==> config.mk <==
export PLATFORM = sky130hd
export DESIGN_NAME = key_filter_multi
export DESIGN_NICKNAME = d
export VERILOG_FILES = /design/src/rtl/key_filter_multi.sv
export SDC_FILE = /design/constraint.sdc
export NUM_CORES = 1
export LEC_CHECK = 0
export BUFFER_PORTS_ARGS = -buffer_cell sky130_fd_sc_hd__buf_2
export CORE_UTILIZATION = 55
export CTS_BUF_LIST = sky130_fd_sc_hd__clkbuf_16
export DETAILED_ROUTE_END_ITERATION = 8
export PLACE_DENSITY = 0.71
export SLEW_MARGIN = 10
export SYNTH_ARGS = -nofsm -noshare
export SYNTH_HDL_FRONTEND = slang
export SYNTH_SLANG_ARGS = --single-unit
==> constraint.sdc <==
create_clock -name clk -period 2.5 [get_ports clk]
set_input_delay 0.625 -clock clk [delete_from_list [all_inputs] [get_ports clk]]
set_output_delay 0.625 -clock clk [all_outputs]
set_load 0.05 [all_outputs]
==> src/rtl/key_filter_multi.sv <==
// key_filter_multi
//   N-channel push-button conditioner. Every channel has its own 2-flop
//   synchroniser, a press/release debounce FSM, and a long-press detector
//   with optional auto-repeat. All event outputs are registered 1-cycle
//   pulses. key_state is the debounced level.
//
// Ports
//   clk          system clock
//   rst_n        asynchronous active-low reset
//   key_in       raw asynchronous key pins, bit i = channel i
//   key_press    1-cycle pulse, debounced press accepted
//   key_release  1-cycle pulse, debounced release accepted
//   key_long     1-cycle pulse, long-press / auto-repeat tick
//   key_state    debounced level, 1 = pressed
//
// State table (per channel)
//   IDLE    | key released, waiting for a pressed sample
//   PRESS_F | press filter: p must stay 1 for DEBOUNCE_CNT cycles
//   DOWN    | key pressed; hold counter advances toward long-press ticks
//   REL_F   | release filter: hold counter frozen; p=1 returns to DOWN
//
// REPEAT_CNT is assumed to be no larger than LONG_CNT, because the repeat
// period is produced by reloading the hold counter to LONG_CNT-REPEAT_CNT.
module key_filter_multi #(
  parameter int KEY_NUM      = 4,
  parameter int ACTIVE_LOW   = 1,
  parameter int DEBOUNCE_CNT = 1_000_000,
  parameter int LONG_CNT     = 50_000_000,
  parameter int REPEAT_CNT   = 0
) (
  input  logic               clk,
  input  logic               rst_n,
  input  logic [KEY_NUM-1:0] key_in,
  output logic [KEY_NUM-1:0] key_press,
  output logic [KEY_NUM-1:0] key_release,
  output logic [KEY_NUM-1:0] key_long,
  output logic [KEY_NUM-1:0] key_state
);

  localparam int FW = $clog2(DEBOUNCE_CNT);
  localparam int HW = $clog2(LONG_CNT + 1);

  localparam logic [FW-1:0] F_LAST   = FW'(DEBOUNCE_CNT - 1);
  localparam logic [HW-1:0] H_LAST   = HW'(LONG_CNT - 1);
  // Parking value once the single long tick has fired (no-repeat mode).
  localparam logic [HW-1:0] H_SAT    = HW'(LONG_CNT);
  localparam logic [HW-1:0] H_RELOAD = HW'(LONG_CNT - REPEAT_CNT);

  localparam logic [KEY_NUM-1:0] REL_LVL = (ACTIVE_LOW != 0) ? '1 : '0;

  typedef enum logic [1:0] {
    IDLE    = 2'd0,
    PRESS_F = 2'd1,
    DOWN    = 2'd2,
    REL_F   = 2'd3
  } state_t;

  logic [KEY_NUM-1:0] sync1;
  logic [KEY_NUM-1:0] sync2;
  logic [KEY_NUM-1:0] p;

  // Sync flops reset to the released level so a key held through reset is
  // seen as a fresh press after reset is released.
  always_ff @(posedge clk or negedge rst_n) begin
    if (!rst_n) begin
      sync1 <= REL_LVL;
      sync2 <= REL_LVL;
    end else begin
      sync1 <= key_in;
      sync2 <= sync1;
    end
  end

  assign p = (ACTIVE_LOW != 0) ? ~sync2 : sync2;

  for (genvar i = 0; i < KEY_NUM; i++) begin : g_ch
    state_t          st;
    state_t          st_nx;
    logic [FW-1:0]   fcnt;
    logic [FW-1:0]   fcnt_nx;
    logic [HW-1:0]   hcnt;
    logic [HW-1:0]   hcnt_nx;
    logic            press_q, press_nx;
    logic            rel_q, rel_nx;
    logic            long_q, long_nx;
    logic            lvl_q, lvl_nx;
    logic            adv;

    always_ff @(posedge clk or negedge rst_n) begin
      if (!rst_n) begin
        st      <= IDLE;
        fcnt    <= '0;
        hcnt    <= '0;
        press_q <= 1'b0;
        rel_q   <= 1'b0;
        long_q  <= 1'b0;
        lvl_q   <= 1'b0;
      end else begin
        st      <= st_nx;
        fcnt    <= fcnt_nx;
        hcnt    <= hcnt_nx;
        press_q <= press_nx;
        rel_q   <= rel_nx;
        long_q  <= long_nx;
        lvl_q   <= lvl_nx;
      end
    end

    always_comb begin
      st_nx    = st;
      fcnt_nx  = fcnt;
      hcnt_nx  = hcnt;
      press_nx = 1'b0;
      rel_nx   = 1'b0;
      long_nx  = 1'b0;
      lvl_nx   = lvl_q;
      adv      = 1'b0;

      case (st)
        IDLE: begin
          if (p[i]) begin
            st_nx   = PRESS_F;
            fcnt_nx = '0;
          end
        end
        PRESS_F: begin
          if (!p[i]) begin
            st_nx = IDLE;
          end else if (fcnt == F_LAST) begin
            st_nx    = DOWN;
            press_nx = 1'b1;
            lvl_nx   = 1'b1;
            hcnt_nx  = '0;
          end else begin
            fcnt_nx = fcnt + 1'b1;
          end
        end
        DOWN: begin
          if (!p[i]) begin
            st_nx   = REL_F;
            fcnt_nx = '0;
          end else begin
            adv = 1'b1;
          end
        end
        REL_F: begin
          // A bounce back to pressed resumes the hold count on that same
          // cycle, so a glitch of n cycles delays the next tick by exactly n.
          if (p[i]) begin
            st_nx = DOWN;
            adv   = 1'b1;
          end else if (fcnt == F_LAST) begin
            st_nx  = IDLE;
            rel_nx = 1'b1;
            lvl_nx = 1'b0;
          end else begin
            fcnt_nx = fcnt + 1'b1;
          end
        end
        default: begin
          st_nx = IDLE;
        end
      endcase

      if (adv) begin
        if (hcnt == H_LAST) begin
          long_nx = 1'b1;
          hcnt_nx = (REPEAT_CNT > 0) ? H_RELOAD : H_SAT;
        end else if (hcnt != H_SAT) begin
          hcnt_nx = hcnt + 1'b1;
        end
      end
    end

    assign key_press[i]   = press_q;
    assign key_release[i] = rel_q;
    assign key_long[i]    = long_q;
    assign key_state[i]   = lvl_q;
  end

endmodule

==> reports/results.tsv <==
stage	metric	value	unit
status	status	finished clean	
floorplanning	core	20400	µm²
finish	drive_above_1_share	0.130	
synth	synth.area.top_cells	dfrtp_1, nor2_1, xor2_1	
cts	clk_latency	0.52	ns
route	wirelength	25500	µm
worst_setup_path	crit_type	reg2reg	
cts	numCtsBuffers	24	
timing	worstMarginPinSlew	1.16	ns
worst_setup_path	reg2reg_depth	7	
floorplanning	initial_utilization	0.565	
timing	fin_crit_sh	0.956	
worst_setup_path	r2r_setup_slack	0.11	ns
route	vias	9715	
synth	synthArstFlopShare	1.00	
synth	synth_top_area_share	0.451	
route	viasPerCell	5.94	
place	dp_hpwl	17500	µm
synth	synth-edff-count	0	
grt	grt_pass1_vias	9301	
route	drcViolationCount	0	
timing	slew_viol_final	0	
worst_setup_path	crit_required	2.90	ns
route	wl_per_cell	15.6	µm
timing	fmax	0.418	GHz
floorplanning	die_w	147	µm
job	maxCapViolations	0	
finish	fin_cells	1636	
route	ant_nets	0	
floorplanning	ios	22	
timing	setup_slack	0.110	ns
place	gp_congestion	0.884	
synth	yosys.area.top_type	dfrtp_1	
grt	grt_pass1_wl	44100	µm
timing	finalCriticalPeriod	2.39	ns
hold_path	hold_path.class	in2async	
pwr	powerDensity	545	nW/µm²
timing	fin_skew	0.00976	ns
grt	grtUsageTotal	0.244	
grt	grt-ovfl-total	0	
pwr	p_leak	5.73	nW
synth	synth_cells	1277	
finish	syn2layout_area_growth	13.7	%
grt	grt_max_degree	73	
worst_setup_path	crit_arrival	2.79	ns
cts	root_buffer	clkbuf_16	
cts	cts_max_path_buffers	3	
synth	syn-num-nets	1295	
timing	finalHoldViolCount	0	
floorplanning	die_area	21600	µm²
finish	antenna_cells	0	
floorplanning	row_count	52	
finish	layout.nets	1368	
place	place_ws	0.0820	ns
worst_setup_path	critPathLaunchType	flop	
timing	slew_headroom	0.227	
synth	yosys_warnings	0	
synth	mappedNetlistArea	11500	µm²
route	drt_pass1_iterations	5	
synth	ys.flop_type	dfrtp_1	
cts	path_clk_slew	0.06	ns
cts	cts.sinks	216	
cts	cts_max_level	1	
grt	antenna_found_initial	0	
synth	synth.avg_cell_area	9.04	µm²
synth	seq_area_frac_synth	0.469	
cts	cts_tree	done	
route	drtIter0Drc	710	
timing	tns	0	ns
synth	synth.distinct_cells	82	
synth	netlist_top_cells_count	dfrtp_1, nor2_1, nand2_1	
floorplanning	die_h	147	µm
worst_setup_path	cp_max_fo	8	
synth	synth.most_common_cell	dfrtp_1	
synth	synth-seq-cells	216	
timing	rsz0062_at_grt	no	
place	port_buffers	21	
timing	setup_viol	0	
pwr	ir_drop	0.538	mV
worst_setup_path	crit_path_end_kind	flop	
place	dp_cells	1592	
[worst max-delay path, stage by stage, from the launching register on]
cell	delay, ns
dfrtp_1	0.37
or4b_2	0.69
nor4b_2	0.39
a31oi_1	0.25
buf_4	0.23
and3_1	0.16
xnor2_1	0.14
nor2_1	0.05
[layout make-up]
class,instances,area (µm²)
clock buffer,25,626
fill,1698,7310
timing repair buffer,96,732
sequential,216,5420
tap,270,338
inverter,34,128
clock inverter,17,124
multi-input combinational,978,5760
[power breakdown]
part | internal [mW] | switching, mW
sequential | 3.54 | 0.0491
combinational | 0.0616 | 0.135
clock | 2.00 | 1.38
[worst paths after layout]
| check | start | to |
|---|---|---|
| worst max-delay path | g_ch[0].hcnt[3] | g_ch[0].hcnt[13] |
| worst min-delay path | rst_n | asynchronous set/reset pin |
| worst max register to register | g_ch[0].hcnt[3] | g_ch[0].hcnt[13] |
| worst min register to register | sync1[2] | sync2[2] |
| max in group asynchronous | rst_n | sync2[3] |
| min in group clk | key_in[1] | sync1[1] |
[layout by cell type (no fill, tap or decap), types with 15 or more instances in the layout]
cell / n
a21oi_1: 42
and3_1: 35
buf_2: 20
buf_4: 70
clkbuf_16: 25
dfrtp_1: 208
inv_1: 40
nand2_1: 112
nand3_1: 94
nand4_1: 57
nor2_1: 181
nor3_1: 44
nor4_1: 20
o21ai_0: 78
o31ai_1: 15
or3_1: 20
xnor2_1: 30
xor2_1: 55
[layer usage]
layer / GRT usage / vias up / share of wire
met5: 0 / - / 0
met4: 0.0711 / 0 / 0.020
met3: 0.0286 / 39 / 0.036
met2: 0.400 / 195 / 0.48
met1: 0.342 / 4732 / 0.47
li1: - / 4749 / -
[kinds of logic after synthesis]
kind of cell | after synthesis | synth area share
AOI/OAI and AO/OA | 208 | 0.111
buffers and inverters | 84 | 0.0347
DFF | 216 | 0.469
and+or+nand+nor | 662 | 0.299
xor gates and xnor gates | 85 | 0.0645
muxes | 10 | 0.00899
adders and majority gates | 12 | 0.0130
[what timing repair did]
action,4_1_cts,5_1_grt
setup buffers,0,1
endpoints found under the setup margin,0,28
hold buffers,0,0
gates resized for setup,0,10
[sequential cells by signal (all words and copies together) (netlist names), named ones only]
signal        count
g_ch.fcnt        80
g_ch.lvl_q        4
g_ch.rel_q        4
sync2             4
g_ch.press_q      4
sync1             4
g_ch.st           4
g_ch.hcnt       104
g_ch.long_q       4
[through the flow]
| stage | hold slack [ns] | instance area, µm² | total power [mW] | util |
|---|---|---|---|---|
| 6_report | 0.0534 | 13100 | 7.16 | 0.642 |
| 5_1_grt | 0.108 | 13100 | 7.41 | 0.642 |
| 4_1_cts | 0.0874 | 13100 | 7.24 | 0.640 |
| 3_5_place_dp | 0.347 | 12300 | 3.85 | 0.604 |
| 3_3_place_gp | 0.345 | 12300 | 3.84 | 0.604 |
| 2_1_floorplan | 0.329 | 11500 | 3.72 | - |
No activity file was read; power rests on OpenSTA's default activity.
